### config.mk
export PLATFORM = sky130hd
export DESIGN_NAME = bcd_to_bin_seq
export DESIGN_NICKNAME = d
export VERILOG_FILES = /design/src/rtl/bcd_pkg.sv /design/src/rtl/bcd_nib_sub3.sv /design/src/rtl/bcd_to_bin_seq.sv
export SDC_FILE = /design/constraint.sdc
export NUM_CORES = 1
export LEC_CHECK = 0
export CAP_MARGIN = 20
export CORE_ASPECT_RATIO = 0.7
export CORE_UTILIZATION = 25
export DETAILED_ROUTE_END_ITERATION = 12
export MAX_ROUTING_LAYER = met4
export PLACE_DENSITY_LB_ADDON = 0.3
export SLEW_MARGIN = 40
export SYNTH_ARGS = -nofsm -noshare
export SYNTH_HDL_FRONTEND = slang
export SYNTH_HIERARCHICAL = 1
export SYNTH_SLANG_ARGS = --single-unit
### constraint.sdc
create_clock -name clk -period 2.5 [get_ports clk]
set_clock_uncertainty 0.05 [all_clocks]
set_input_delay 0.375 -clock clk [delete_from_list [all_inputs] [get_ports clk]]
set_output_delay 0.375 -clock clk [all_outputs]
set_load 0.1 [all_outputs]
### src/rtl/bcd_pkg.sv
// Shared constants and state encoding for the sequential BCD-to-binary converter.
// Digit legality check lives here so every user agrees on what "decimal" means.
package bcd_pkg;

  typedef enum logic [1:0] {
    IDLE  = 2'd0,
    SHIFT = 2'd1,
    DONE  = 2'd2
  } state_t;

  localparam int BCD_DIGIT_MAX = 9;
  localparam int BCD_DIGITS    = 4;
  localparam int BCD_W         = 4 * BCD_DIGITS;
  localparam int BCD_CORR      = 3;
  localparam int BCD_CORR_MIN  = 8;
  localparam int BIN_W_MIN     = 14;

  function automatic logic digit_bad(input logic [3:0] d);
    return d > 4'(BCD_DIGIT_MAX);
  endfunction

endpackage

### src/rtl/bcd_nib_sub3.sv
// Per-digit correction for reverse double-dabble: a nibble that reached 8 or more
// after the right shift was a 10s-carry from the digit above, so it drops by 3.
module bcd_nib_sub3
  import bcd_pkg::*;
(
  input  logic [3:0] d,
  output logic [3:0] q
);

  assign q = (d >= 4'(BCD_CORR_MIN)) ? d - 4'(BCD_CORR) : d;

endmodule

### src/rtl/bcd_to_bin_seq.sv
// Sequential 4-digit BCD to binary converter (reverse double-dabble), one shift per cycle.
// Launched by a single-cycle start in IDLE; reports with a one-cycle done and an err flag.
module bcd_to_bin_seq
  import bcd_pkg::*;
#(
  parameter int BIN_W = BIN_W_MIN
) (
  input  logic             clk,
  input  logic             rst_n,
  input  logic             start,
  input  logic [3:0]       thousands,
  input  logic [3:0]       hundreds,
  input  logic [3:0]       tens,
  input  logic [3:0]       ones,
  output logic             busy,
  output logic             done,
  output logic             err,
  output logic [BIN_W-1:0] binary
);

  localparam int WORK_W = BCD_W + BIN_W;
  localparam int CNT_W  = $clog2(BIN_W);
  localparam logic [CNT_W-1:0] CNT_LAST = CNT_W'(BIN_W - 1);

  state_t              state, state_nxt;
  logic [WORK_W-1:0]   w_reg;
  logic [WORK_W-1:0]   w_shift;
  logic [WORK_W-1:0]   w_next;
  logic [CNT_W-1:0]    cnt;
  logic                digits_bad;
  logic                last_iter;

  assign digits_bad = digit_bad(thousands) | digit_bad(hundreds) |
                      digit_bad(tens) | digit_bad(ones);
  assign last_iter  = (cnt == CNT_LAST);

  // One iteration: shift the whole work register right, then correct each BCD nibble
  assign w_shift = w_reg >> 1;
  assign w_next[BIN_W-1:0] = w_shift[BIN_W-1:0];

  for (genvar g = 0; g < BCD_DIGITS; g++) begin : g_nib
    bcd_nib_sub3 u_nib (
      .d (w_shift[BIN_W + 4*g +: 4]),
      .q (w_next[BIN_W + 4*g +: 4])
    );
  end

  always_ff @(posedge clk or negedge rst_n) begin
    if (!rst_n) state <= IDLE;
    else        state <= state_nxt;
  end

  always_comb begin
    state_nxt = state;
    case (state)
      IDLE: begin
        if (start) state_nxt = digits_bad ? DONE : SHIFT;
      end
      SHIFT: begin
        if (last_iter) state_nxt = DONE;
      end
      DONE:    state_nxt = IDLE;
      default: state_nxt = IDLE;
    endcase
  end

  assign busy = (state != IDLE);
  assign done = (state == DONE);

  // Datapath and result registers; digits are captured only on acceptance
  always_ff @(posedge clk or negedge rst_n) begin
    if (!rst_n) begin
      w_reg  <= '0;
      cnt    <= '0;
      err    <= 1'b0;
      binary <= '0;
    end else begin
      case (state)
        IDLE: begin
          if (start) begin
            w_reg <= {thousands, hundreds, tens, ones, {BIN_W{1'b0}}};
            cnt   <= '0;
            if (digits_bad) begin
              err    <= 1'b1;
              binary <= '0;
            end else begin
              err <= 1'b0;
            end
          end
        end
        SHIFT: begin
          w_reg <= w_next;
          if (last_iter) binary <= w_next[BIN_W-1:0];
          else           cnt    <= cnt + 1'b1;
        end
        default: ;
      endcase
    end
  end

endmodule

==> run_results.csv, run 1 <==
group,metric,value,unit
placed_design,dp.cells,402,
layout,fillers,1009,
worst_setup_path,max_stage_delay,0.65,ns
die,rows,30,
worst_setup_path,required,2.08,ns
synthesis,synth_area_per_cell,10.7,µm²
clock_tree,htree_num_levels,2,
synthesis,synth_top_cell_area_share,0.489,
pwr,p_per_area,895,mW/mm²
worst_setup_path,reg2regPathDepth,4,
synthesis,synth.most_common_cell,"dfrtp_1",
placed_design,place.gp.congestion,0.733,
global_route,grt_pass1_wl,10100,µm
die,core_area,0.00980,mm²
worst_setup_path,path_cells,"or2_2 -> buf_12",
routing,wl,5940,µm
die,die_w,123,µm
timing,tns,0,ns
synthesis,async_flop_share,1.00,
clock_tree,cts_resized,0,
clock_tree,cts-root-buf,"clkbuf_16",
worst_setup_path,worstReg2RegEnd,"binary[12]",
worst_setup_path,crit_arrival,1.54,ns
clock_tree,holdBufCountCts,1,
layout,multi_input_area,0.00118,mm²
placed_design,place_area,0.00304,mm²
synthesis,yosysSeqAreaShare,0.489,
synthesis,synth_xor_area_frac,0.0274,
worst_setup_path,reg2reg_slack,0.67,ns
layout,num-nets-final,311,
synthesis,synth_top_family_by_area,"compound AO/OA/AOI/OAI gates",
layout,seq_area,0.00125,mm²
worst_setup_path,r2r-start,"state[0]",
synthesis,yosys.area.top_type,"dfrtp_1",
routing,drc,0,
clock_tree,clockBufferDepth,2,
run_status,outcome,"complete, no violations",
timing,drv_slew,0,
pwr,irDropWorstVdd,0.293,mV
worst_hold_path,holdCritPathClass,"input pin to asynchronous set/reset pin",
clock_tree,post_cts_buffers,0,
layout,antennaDiodeCount,0,
layout,drive_above_1_share,0.148,
routing,via_per_inst,4.70,
routing,drtAntennaViolNets,0,
global_route,antenna_found_initial,0,
timing,fin_crit,1.97,ns
worst_setup_path,crit_type,"register to primary output",
timing,finalCritPeriodShare,0.787,
synthesis,synthSimpleGateAreaFrac,0.105,
layout,final_core_util,0.328,
timing,hold_viol_final,0,
layout,largest_reg_flops,29,
die,io_pins,36,
clock_tree,path_clk_slew,0.07,ns
layout,postLayoutCellArea,0.00321,mm²
worst_setup_path,start_kind,"register",
synthesis,ys_top_cells_by_count,"dfrtp_1 (50), a22o_1 (30), nor2b_1 (23), o21ai_0 (21), a21oi_1 (20)",
worst_setup_path,cp-end-kind,"primary output",
timing,max_slew.worst_pin.slew,0.759,ns
routing,wl_per_cell,14.5,µm
timing,relSlewSlack,0.494,
global_route,gr-usage-all-layers,0.128,
job,cap_violations,0,
synthesis,ys_top_cells_by_area,"dfrtp_1 (49%), a22o_1 (10%), nor2b_1 (5.6%), ha_1 (4.9%), a22oi_1 (4.7%)",
timing,rsz0062_at_grt,"no",
synthesis,ys_warn_count,6,
worst_setup_path,path_max_fanout,21,
global_route,grt_max_degree,27,
synthesis,synth_edf_count,0,
clock_tree,clkLatencyLatePin,0.28,ns
synthesis,muxShareOfSynthArea,0.0127,
clock_tree,cts_tree,"yes",
synthesis,syn-instance-count,240,
pwr,cellLeakagePower,0.00144,µW
synthesis,synth_area,0.00256,mm²
placed_design,io_buffers,35,
routing,drt_iter0_drc,148,
global_route,grt_overflow,0,
synthesis,synthFlopType,"dfrtp_1",
synthesis,synth_cell_types,32,
placed_design,hpwl,4160,µm
layout,layoutNonFillerInstCount,411,
die,die_h,86.6,µm
global_route,grt_pass1_vias,1899,
synthesis,ys_ff_latch,50,
routing,vias,1931,
clock_tree,cts_sinks,50,
die,initial_core_util,0.261,
layout,area_delta_synth_final,25.7,%
clock_tree,cts_inserted_buffers,5,
die,dieArea,0.0106,mm²
synthesis,synth_compound_area_frac,0.258,
routing,drt_first_pass_iters,4,
synthesis,synthAdderAreaFrac,0.0489,
timing,finalSetupViolCount,0,
timing,fmax,0.508,GHz
worst_setup_path,slowest_stage,"dfrtp_1",
layer usage:
layer,routed length [µm],GRT usage
met1,3230,0.195
met2,2390,0.168
met3,298,0.0303
met4,21,0.0266
met5,0,-
where the power goes:
| part | switching (µW) | internal (µW) |
|---|---|---|
| combinational | 476 | 427 |
| sequential | 251 | 964 |
| clock | 285 | 472 |
critical path, delay by kind of cell, from the launching register on:
family / cells / cell delay [ns]
buffers and inverters: 1 / 0.17
and+or+nand+nor: 1 / 0.43
DFF: 1 / 0.65
cell usage in the layout, fill, tap and decap left out, drive strengths merged:
cell type,instances
clkbuf,6
or2,1
dlygate4sd3,1
a22oi,16
buf,29
o21ai,26
and2b,2
nand2,6
nand2b,6
a22o,30
inv,10
nor2,2
o22ai,1
mux2i,1
bufinv,1
xor2,4
nor2b,23
a21boi,1
nor3b,1
nand3,1
clkdlybuf4s50,17
clkinvlp,1
o21bai,1
dfrtp,50
ha,10
nand4,3
mux2,2
xnor2,4
a2bb2oi,1
a21oi,21
conb,5
cell families after synthesis:
family / after synthesis
XOR/XNOR: 8
adder cells (fa/ha/maj): 10
multiplexers: 3
flip-flops: 50
AND/OR/NAND/NOR: 45
other: 1
buffers and inverters: 26
AO/OA/AOI/OAI: 97
layout make-up:
class / instances / area share
timing repair buffer: 47 / 0.131
multi-input combinational: 168 / 0.366
clock inverter: 2 / 0.0117
tap: 128 / 0.0498
sequential: 50 / 0.389
inverter: 10 / 0.0117
clock buffer: 6 / 0.0401
through the flow:
stage                     hold slack (ns)  power (µW)  worst slack, ns
after global placement              0.202        2100            0.529
after detailed placement            0.204        2130            0.481
final                               0.434        2880            0.532
after CTS                           0.437        2910            0.503
after global routing                0.457        3100            0.429
after floorplan                    0.0294        1860            0.620
worst max path at each step:
| stage | startpoint | end | slack, ns | cells after the start |
|---|---|---|---|---|
| final | state[1] | busy | 0.53 | 2 |
| after CTS | state[1] | busy | 0.50 | 2 |
| after global routing | state[1] | done | 0.43 | 2 |
| after global placement | start | w_reg[10] | 0.53 | 4 |
| after detailed placement | start | w_reg[5] | 0.48 | 4 |
| after floorplan | state[1] | done | 0.62 | 3 |
No activity file was read; power rests on OpenSTA's default activity.
==> inputs of run 2 (changes only) <==
- clock period: 2.5 -> 1.8 ns (I/O delays scaled with it)
==> run 2 against run 1 <==
  * Cell count grew 1.7%
  * Sequential share of layout area shrank 2.8 points
  * Critical path depth grew 1
  * Combinational power grew 46%
  * Clock power grew 24%
  * Final area grew 7.7%
  * Sequential power grew 38%
==> run_results.csv, run 2 (synthesized netlist as in run 1, its figures left out) <==
group,metric,value,unit
worst_setup_path,crit_type,"register to primary output",
worst_setup_path,path_max_fanout,9,
worst_setup_path,path_cells,"buf_4 -> or2_2 -> buf_12",
die,initial_core_util,0.261,
worst_hold_path,holdCritPathClass,"input pin to asynchronous set/reset pin",
global_route,grt_pass1_wl,9800,µm
clock_tree,cts_sinks,50,
timing,tns,0,ns
worst_setup_path,path_buf_inv,2,
pwr,p_total,3940,µW
timing,hold_viol_final,0,
clock_tree,cts_tree,"yes",
pwr,cellLeakagePower,0.00152,µW
job,cap_violations,0,
timing,max_slew.worst_pin.slew,0.714,ns
clock_tree,clkLatencyLatePin,0.29,ns
global_route,grt_max_degree,35,
pwr,p_per_area,1140,mW/mm²
layout,fillers,967,
worst_setup_path,worstReg2RegEnd,"cnt[3]",
clock_tree,htree_num_levels,2,
clock_tree,cts_inserted_buffers,5,
clock_tree,post_cts_buffers,0,
timing,rsz0062_at_grt,"no",
global_route,grt_overflow,0,
layout,num-nets-final,318,
timing,fmax,0.576,GHz
worst_setup_path,max_stage_delay,0.44,ns
worst_setup_path,start_kind,"register",
global_route,gr-usage-all-layers,0.124,
routing,drt_iter0_drc,109,
worst_setup_path,reg2regPathDepth,6,
clock_tree,cts-root-buf,"clkbuf_16",
layout,area_delta_synth_final,35.3,%
pwr,irDropWorstVdd,0.460,mV
routing,drt_first_pass_iters,4,
global_route,grt_pass1_vias,1850,
run_status,outcome,"complete, no violations",
layout,layout_common_cells,"dfrtp_1 (50), a22o_1 (30), nor2b_1 (22)",
timing,drv_slew,0,
placed_design,io_buffers,35,
layout,drive_above_1_share,0.176,
layout,largest_reg_flops,29,
routing,via_per_inst,4.59,
worst_setup_path,slowest_stage,"dfrtp_1",
routing,drc,0,
die,die_h,86.6,µm
die,io_pins,36,
routing,wl_per_cell,14.2,µm
timing,finalSetupViolCount,0,
clock_tree,path_clk_slew,0.07,ns
layout,multi_input_area,0.00118,mm²
timing,relSlewSlack,0.524,
worst_setup_path,required,1.48,ns
worst_setup_path,crit_arrival,1.42,ns
worst_setup_path,r2r-start,"cnt[1]",
clock_tree,clockBufferDepth,2,
routing,drtAntennaViolNets,0,
layout,antennaDiodeCount,0,
worst_setup_path,path_delay_family,"flip-flops",
timing,finalCritPeriodShare,0.965,
layout,final_common_cell,"dfrtp_1",
die,die_w,123,µm
die,core_area,0.00980,mm²
worst_setup_path,cp-end-kind,"primary output",
placed_design,place.gp.congestion,0.791,
placed_design,hpwl,4160,µm
routing,wl,5930,µm
global_route,antenna_found_initial,0,
die,dieArea,0.0106,mm²
timing,fin_crit,1.74,ns
worst_setup_path,reg2reg_slack,0.14,ns
layout,seq_area,0.00125,mm²
routing,vias,1917,
die,rows,30,
==> run 2: where the power goes <==
group / switching [µW] / internal, µW
Clock: 423 / 515
Combinational: 679 / 643
Sequential: 340 / 1340
==> run 2: what timing repair did <==
item	4_1_cts	5_1_grt
endpoints found under the hold margin	16	0
hold buffers	1	0
resized for setup	0	1
setup endpoints to repair	0	14
==> run 2: worst max path at each step <==
stage	startpoint	end	cells past startpoint
6_report	state[0]	busy	3
3_3_place_gp	start	w_reg[10]	4
5_1_grt	state[0]	busy	3
4_1_cts	cnt[1]	binary[1]	5
3_5_place_dp	start	cnt[3]	4
2_1_floorplan	state[1]	done	3
==> run 2: cell type report <==
type                    instances  share of cell area
inverters                      10              0.0108
flip-flops and latches         50               0.362
well taps                     128              0.0463
multi-input cells             168               0.341
repair buffers                 54               0.198
clock buffers                   5              0.0362
clock inverters                 3             0.00615
==> run 2: worst reg2reg max path, delay by kind of cell (launching register included) <==
kind | cells | cell delay, ns
buffers and inverters | 1 | 0.09
and+or+nand+nor | 2 | 0.31
AOI/OAI and AO/OA | 1 | 0.18
muxes | 1 | 0.32
adders and majority gates | 1 | 0.19
DFF | 1 | 0.42
==> run 2: per-stage QoR <==
| step | hold WS [ns] | util | setup WS (ns) | instance area (µm²) | std cells |
|---|---|---|---|---|---|
| 6_report | 0.417 | 0.353 | 0.0626 | 3460 | 418 |
| 5_1_grt | 0.446 | 0.353 | 0.0114 | 3460 | 418 |
| 4_1_cts | 0.440 | 0.353 | 0.0529 | 3460 | 418 |
| 3_5_place_dp | 0.200 | 0.337 | -0.0578 | 3300 | 409 |
| 3_3_place_gp | 0.201 | 0.337 | -0.0458 | 3300 | 409 |
| 2_1_floorplan | -0.0756 | - | 0.0254 | 2570 | 244 |
==> run 2: per-layer routing <==
layer  vias to the layer above  track usage  routed length [µm]
met5                         -            -                   0
met4                         0       0.0299                  40
met3                         5       0.0316                 336
met2                        44        0.161                2260
met1                       911        0.188                3290
li1                        957            -                   -
